===== src/rtl/delay_sched.sv =====
`default_nettype none
// ============================================================================
// Module   : delay_sched
// Purpose  : Round-robin scheduler sharing one programmable delay timer
//            between NREQ requesters. The winner's delay value is latched, the
//            grant is held for dly+1 cycles, and then a one-cycle done pulse
//            returns to that requester. Dropping the request mid-count aborts
//            the transfer without a done pulse.
// Ports    : clk    - system clock, rising edge
//            rst    - synchronous active-high reset
//            req    - level request per requester
//            dly    - packed delay values, requester i at [i*DW +: DW]
//            gnt    - one-hot grant, high while the requester owns the timer
//            done   - one-hot single-cycle completion pulse
//            busy   - high whenever the scheduler is not idle
//            cur_id - index of the granted requester, 0 when idle
//            remain - current timer count, 0 when idle
// Revision : 1.0 - initial release
// ============================================================================
module delay_sched #(
  parameter int NREQ = 4,
  parameter int DW   = 8,
  parameter int IW   = 2
) (
  input  logic              clk,
  input  logic              rst,
  input  logic [NREQ-1:0]   req,
  input  logic [NREQ*DW-1:0] dly,
  output logic [NREQ-1:0]   gnt,
  output logic [NREQ-1:0]   done,
  output logic              busy,
  output logic [IW-1:0]     cur_id,
  output logic [DW-1:0]     remain
);

  typedef enum logic [1:0] {
    S_IDLE  = 2'd0,
    S_COUNT = 2'd1,
    S_DONE  = 2'd2
  } state_t;

  state_t          state_q,  state_d;
  logic [DW-1:0]   remain_q, remain_d;
  logic [IW-1:0]   cur_id_q, cur_id_d;
  logic [IW-1:0]   ptr_q,    ptr_d;

  logic [DW-1:0]   dly_arr [NREQ];
  logic            any_req;
  logic            hi_found;
  logic [IW-1:0]   hi_sel;
  logic [IW-1:0]   lo_sel;
  logic [IW-1:0]   sel;
  logic [IW-1:0]   ptr_next;

  always_comb begin
    for (int i = 0; i < NREQ; i++) begin
      dly_arr[i] = dly[i*DW +: DW];
    end
  end

  // Round-robin pick without a rotator: the lowest set bit at or above ptr
  // wins; if none exists the search has wrapped, so the lowest set bit
  // overall wins. Scanning downward lets the last hit be the lowest index.
  always_comb begin
    any_req  = 1'b0;
    hi_found = 1'b0;
    hi_sel   = '0;
    lo_sel   = '0;
    for (int i = NREQ - 1; i >= 0; i--) begin
      if (req[i]) begin
        any_req = 1'b1;
        lo_sel  = IW'(i);
        if (i >= int'(ptr_q)) begin
          hi_found = 1'b1;
          hi_sel   = IW'(i);
        end
      end
    end
    sel = hi_found ? hi_sel : lo_sel;
  end

  assign ptr_next = (int'(sel) == NREQ - 1) ? '0 : sel + IW'(1);

  always_comb begin
    state_d  = state_q;
    remain_d = remain_q;
    cur_id_d = cur_id_q;
    ptr_d    = ptr_q;
    case (state_q)
      S_IDLE: begin
        if (any_req) begin
          state_d  = S_COUNT;
          remain_d = dly_arr[sel];
          cur_id_d = sel;
          ptr_d    = ptr_next;
        end
      end
      S_COUNT: begin
        // Abort outranks expiry; ptr has already moved past the owner.
        if (!req[cur_id_q]) begin
          state_d  = S_IDLE;
          remain_d = '0;
          cur_id_d = '0;
        end else if (remain_q == '0) begin
          state_d = S_DONE;
        end else begin
          remain_d = remain_q - DW'(1);
        end
      end
      S_DONE: begin
        state_d  = S_IDLE;
        cur_id_d = '0;
      end
      default: begin
        state_d  = S_IDLE;
        remain_d = '0;
        cur_id_d = '0;
      end
    endcase
  end

  always_ff @(posedge clk) begin
    if (rst) begin
      state_q  <= S_IDLE;
      remain_q <= '0;
      cur_id_q <= '0;
      ptr_q    <= '0;
    end else begin
      state_q  <= state_d;
      remain_q <= remain_d;
      cur_id_q <= cur_id_d;
      ptr_q    <= ptr_d;
    end
  end

  // Grant and done both decode cur_id; the state gates which one is live,
  // so they can never be asserted together.
  always_comb begin
    gnt  = '0;
    done = '0;
    for (int i = 0; i < NREQ; i++) begin
      gnt[i]  = (state_q == S_COUNT) && (cur_id_q == IW'(i));
      done[i] = (state_q == S_DONE)  && (cur_id_q == IW'(i));
    end
  end

  assign busy   = (state_q != S_IDLE);
  assign cur_id = cur_id_q;
  assign remain = remain_q;

endmodule
`default_nettype wire

===== config.mk =====
export PLATFORM = sky130hd
export DESIGN_NAME = delay_sched
export DESIGN_NICKNAME = d
export VERILOG_FILES = /design/src/rtl/delay_sched.sv
export SDC_FILE = /design/constraint.sdc
export NUM_CORES = 1
export LEC_CHECK = 0
export CAP_MARGIN = 10
export CORE_AREA = 2 2 56 58
export CTS_CLUSTER_SIZE = 25
export DETAILED_ROUTE_END_ITERATION = 6
export DIE_AREA = 0 0 58 60
export HOLD_SLACK_MARGIN = 0.03
export PLACE_DENSITY = 0.81
export SYNTH_ARGS = -nofsm -noshare
export SYNTH_HDL_FRONTEND = slang
export SYNTH_SLANG_ARGS = --single-unit

===== constraint.sdc =====
create_clock -name clk -period 5.1 [get_ports clk]
set_input_delay 1.02 -clock clk [delete_from_list [all_inputs] [get_ports clk]]
set_output_delay 1.02 -clock clk [all_outputs]
set_load 0.01 [all_outputs]

* After elaboration in Yosys (flattened, before gate mapping)
Cells that the tools add are included.
** Word-level totals
- Flip-flop bits (word level) :: 14
- Bits of input ports :: 38
** Cells by class
- Add/sub/neg operators :: 2
- $lt $le $gt $ge :: 5
- Equal/unequal tests :: 10
- Mux-type cells :: 38
- Bitwise logic cells :: 2
- Reductions and logical operators :: 16
** Operators by type and width (number)
- $mux W8 :: 5
- $mux W2 :: 17
- $pmux W8 S3 :: 1
- $bmux W8 S2 :: 1
- $mux W1 :: 11
- $logic_and A1 B1 Y1 :: 8
- $logic_not A8 Y1 :: 1
- $pmux W2 S2 :: 2
- $sub A8 B1 Y8 const B :: 1
- $eq A2 B1 Y1 const B :: 3
- $eq A2 B2 Y1 const B :: 3
- $ne A3 B3 Y1 const B :: 2
- $reduce_and A2 Y1 :: 3
- $ge A1 B2 Y1 const A :: 2
- $logic_not A2 Y1 :: 2
- $ne A2 B2 Y1 const B :: 2
- $ge A3 B3 Y1 const B :: 1
- $lt A2 B3 Y1 const B :: 1
- $not A2 Y3 :: 1
- $reduce_and A3 Y1 :: 1
- $add A2 B1 Y2 const B :: 1
- $bmux W1 S2 :: 1
- $ge A2 B2 Y1 const A :: 1
- $reduce_bool A2 Y1 :: 1
- $not A1 Y1 :: 1

* Depth between registers and ports, before layout
- Depth after elaboration :: 14
- Gate-level depth with buffers :: 8
- Gate-level depth less buffers :: 8

* Least setup slack after synthesis
OpenSTA, ideal clock, no wires.
- Path type :: input port to flip-flop
- Start point :: in req[3]
- End point :: reg remain_q[5] (netlist: remain[5])
- Library setup time :: 115 ps
- Arrival time :: 2358 ps
- Slack :: 2627 ps
- Stages on the path :: 6
- Path buffers :: 0
- Cell sequence :: or4_1 > a21oi_2 > o21ba_4 > nand2_4 > a21oi_2 > and2_1
** On the way
- Longest elaborated chain between the ends :: 14
** Ends and longest elaborated chain
- start, declared :: RTL line 27 : input logic [NREQ-1:0] req,
- $mux W2 or $mux W1 (tied branches) :: RTL line 70 : if (req[i]) begin
- $mux W2 or $mux W1 (tied branches) :: RTL line 73 : if (i >= int'(ptr_q)) begin
- $mux W2 or $mux W1 (tied branches) :: RTL line 70
- $mux W2 or $mux W1 (tied branches) :: RTL line 73
- $mux W2 or $mux W1 (tied branches) :: RTL line 70
- $mux W2 or $mux W1 (tied branches) :: RTL line 73
- $mux W2 or $mux W1 (tied branches) :: RTL line 70
- $mux W2 :: RTL line 79 : sel = hi_found ? hi_sel : lo_sel;
- $not A2 Y3 (implied by the code) :: RTL line 93 : remain_d = dly_arr[sel];
- $bmux W8 S2 :: RTL line 93
- $mux W8 (implied by the code) (2 in series) :: RTL line 93
- $mux W8 :: RTL line 91 : if (any_req) begin
- $pmux W8 S3 :: RTL line 89 : case (state_q)
- end signal, assigned :: RTL line 130 : remain_q <= remain_d;
- end, declared :: RTL line 43 : logic [DW-1:0] remain_q, remain_d;
Several ways; a longest one is shown, not always the timed one. The select of a mux whose other input is x is not followed.
A chain may end at the register's enable or synchronous reset.

* Worst setup path in the final report
- Start point :: reg state_q[0]
- End point :: out gnt[0]
** On the way
- Longest elaborated chain between the ends :: 2
** Ends and longest elaborated chain
- start, declared :: RTL line 42 : state_t state_q, state_d;
- start signal, assigned :: RTL line 129 : state_q <= state_d;
- $eq A2 B1 Y1 :: RTL line 142 : gnt[i] = (state_q == S_COUNT) && (cur_id_q == IW'(i));
- $logic_and A1 B1 Y1 :: RTL line 142
- end, declared :: RTL line 29 : output logic [NREQ-1:0] gnt,
Every way passes these cells.

==> flow_summary.json <==
{
  "die_x_um": 58,
  "postPlaceCellArea_um2": 1760,
  "yosys.area_share.adder_pct": 2.13,
  "slew_viol_final": 0,
  "yosys.area_share.xor_xnor_pct": 2.23,
  "resized_cells_post_cts": 0,
  "initial_antenna_violation_count": 0,
  "vias": 1342,
  "async_flop_share_pct": 0,
  "postCtsSetupBuffers": 0,
  "mappedNetlistNets": 191,
  "cts_buffer_depth": 2,
  "hold_fix_buffers_cts": 0,
  "core_um2": 2900,
  "drive_gt1_share_pct": 7.32,
  "grt_setup_unrepaired": "no",
  "synth_top_family_by_area": "compound AO/OA/AOI/OAI gates",
  "die_h_um": 60,
  "port-buffer-count": 56,
  "design.portCount": 57,
  "first_global_vias": 1323,
  "power_switching_share_pct": 41.9,
  "routed_wirelength_um": 3370,
  "synth-edff-count": 0,
  "layout.cells.non_filler": 238,
  "worstSetupStartpointType": "register",
  "fin_skew_ns": 0.00200,
  "final_cell_mix": "sky130_fd_sc_hd__clkdlybuf4s50_1, sky130_fd_sc_hd__nor2_1, sky130_fd_sc_hd__mux2i_1",
  "gr-total-overflow": 0,
  "period_share_pct": 56.3,
  "combPwrFrac_pct": 59.6,
  "synth.area.mux_share_pct": 15.4,
  "dp_hpwl_um": 2580,
  "drtAntennaViolNets": 0,
  "setup_violations": 0,
  "tightest_slew_ns": 0.566,
  "cp_data_required_time_ns": 4.08,
  "place.gp.congestion": 0.857,
  "dr.pass1.iters": 4,
  "hold_ws_ns": 0.525,
  "cts.clk_slew.worst_paths_ns": 0.09,
  "timing.setup.tns_ns": 0,
  "p_leak_nw": 0.690,
  "ctsHtreeMaxLevel": 1,
  "largest_net_degree_at_the_start_of_global_routing": 19,
  "synthFlopType": "sky130_fd_sc_hd__dfxtp_1",
  "antenna_cells": 0,
  "worstSetupPathType": "reg -> out",
  "vdd.ir_drop.worst_uv": 242,
  "synth.yosys.seq_area_share_pct": 23.8,
  "worst_slew_margin_rel_pct": 62.1,
  "outcome": "complete, no violations",
  "cts_inserted_buffers": 3,
  "synthesis.yosys.warnings": 0,
  "cts_num_sinks": 14,
  "power.switching_uw": 289,
  "syn_area_um2": 1180,
  "relative_area_change_from_synthesis_to_final_layout_pct": 52.3,
  "p_int_uw": 401,
  "netlist_instances": 151,
  "critical_path.endpoint_type": "output pin",
  "drt-wirelength-per-cell_um": 14.1,
  "post-route-min-period_ns": 2.87,
  "power.share.sequential_pct": 28.3,
  "wire_length_of_the_first_global_routing_pass_um": 5550,
  "report.final.hold_viol_count": 0,
  "remaining_drc_errors": 0,
  "finish.net_count": 246,
  "ys_ff_latch": 14,
  "worst-path-max-fanout": 8,
  "grt.total_usage_pct": 20.7,
  "tritoncts_clock_tree": "done",
  "final_cell_area_um2": 1790,
  "pwr_density_cell_nw_per_um2": 386,
  "die_area_um2": 3480,
  "clock-root-buffer": "sky130_fd_sc_hd__clkbuf_4",
  "dpl.cell_count": 234,
  "postSynthAreaPerCell_um2": 7.79,
  "num_rows": 20,
  "synth_compound_area_share_pct": 30.0,
  "ys_types": 40,
  "vias_per_cell": 5.64,
  "clock_latency_ns": 0.29,
  "clock.fmax_mhz": 348,
  "start_util_pct": 40.5,
  "drt_iter0_markers": 59,
  "clock_power_share_pct": 12.1,
  "worst_ep_arrival_time_ns": 1.85,
  "synth_simple_gate_area_share_pct": 20.6,
  "max-cap-violations": 0,
  "hp-class": "reg -> reg",
  "layout.cells.most_common": "sky130_fd_sc_hd__clkdlybuf4s50_1"
}
## kinds of logic after synthesis
| logic type | Yosys count |
|---|---|
| AOI/OAI and AO/OA | 52 |
| xor gates and xnor gates | 3 |
| buffers and inverters | 16 |
| and+or+nand+nor | 46 |
| adders and majority gates | 2 |
| DFF | 14 |
| muxes | 18 |
## routing by layer
layer  GRT usage [%]  part of all wire [%]  up-vias
met3            3.46                   6.4       11
met1            23.0                    39      608
met2            37.8                    52       60
met5               0                     0        -
li1                -                     -      663
met4            10.3                   2.4        0
## metrics by stage
step | utilization (%) | worst slack [ns] | power, mW
after floorplan | - | 2.63 | 0.459
after global placement | 60.5 | 2.05 | 0.592
after detailed placement | 60.5 | 1.98 | 0.603
after CTS | 61.7 | 2.23 | 0.690
after global routing | 61.7 | 2.14 | 0.744
final | 61.7 | 2.23 | 0.691
## power groups by stage
stage               registers, mW  logic (mW)  clock network [mW]
floorplan                   0.189       0.270                   0
global placement            0.194       0.398                   0
detailed placement          0.195       0.408                   0
CTS                         0.193       0.412              0.0843
global route                0.202       0.452              0.0896
finish                      0.195       0.412              0.0837
## area by class of cell
class / count / area [µm²]
fillers: 265 / 1110
multi-input cells: 121 / 832
repair buffers: 57 / 568
flip-flops and latches: 14 / 280
well taps: 33 / 41.3
clock buffers: 4 / 36.3
inverters: 9 / 33.8
## state kept, by name, indices dropped and copies added (netlist names)
register	flops
remain	8
state_q	2
ptr_q	2
cur_id	2
## final timing paths
path,slack (ns),cells past startpoint,start,to
setup / recovery,2.23,3,state_q[0],gnt[0]
hold / removal,0.52,2,ptr_q[0],ptr_q[0]
setup reg to reg,3.11,6,remain[2],remain[5]
hold reg to reg,0.52,2,ptr_q[0],ptr_q[0]
## Yosys cell counts (2+ instances only)
master / number / area, µm²
sky130_fd_sc_hd__nor2_1: 19 / 71.3
sky130_fd_sc_hd__mux2i_1: 17 / 170
sky130_fd_sc_hd__a21oi_1: 14 / 70.1
sky130_fd_sc_hd__dfxtp_1: 14 / 280
sky130_fd_sc_hd__o21ai_0: 11 / 55.1
sky130_fd_sc_hd__inv_1: 9 / 33.8
sky130_fd_sc_hd__o21a_1: 7 / 52.6
sky130_fd_sc_hd__nand2_1: 6 / 22.5
sky130_fd_sc_hd__o22ai_1: 5 / 31.3
sky130_fd_sc_hd__nand2b_1: 4 / 25.0
sky130_fd_sc_hd__buf_2: 3 / 15.0
sky130_fd_sc_hd__nor3_1: 3 / 15.0
sky130_fd_sc_hd__a211oi_1: 2 / 15.0
sky130_fd_sc_hd__a21oi_2: 2 / 17.5
sky130_fd_sc_hd__a221oi_2: 2 / 30.0
sky130_fd_sc_hd__a22oi_1: 2 / 15.0
sky130_fd_sc_hd__and2_1: 2 / 12.5
sky130_fd_sc_hd__and3_1: 2 / 12.5
sky130_fd_sc_hd__clkbuf_1: 2 / 7.51
sky130_fd_sc_hd__ha_1: 2 / 25.0
sky130_fd_sc_hd__nor4_1: 2 / 12.5
sky130_fd_sc_hd__or4_1: 2 / 15.0
sky130_fd_sc_hd__xnor2_1: 2 / 17.5
## worst max-delay path, cell delays in order, from the launching register on
cell and delay [ns]:
sky130_fd_sc_hd__dfxtp_1 0.49, sky130_fd_sc_hd__or3b_1 0.42, sky130_fd_sc_hd__nor2_1 0.11, sky130_fd_sc_hd__clkdlybuf4s50_1 0.54
Power figures use the tool's default switching activity.
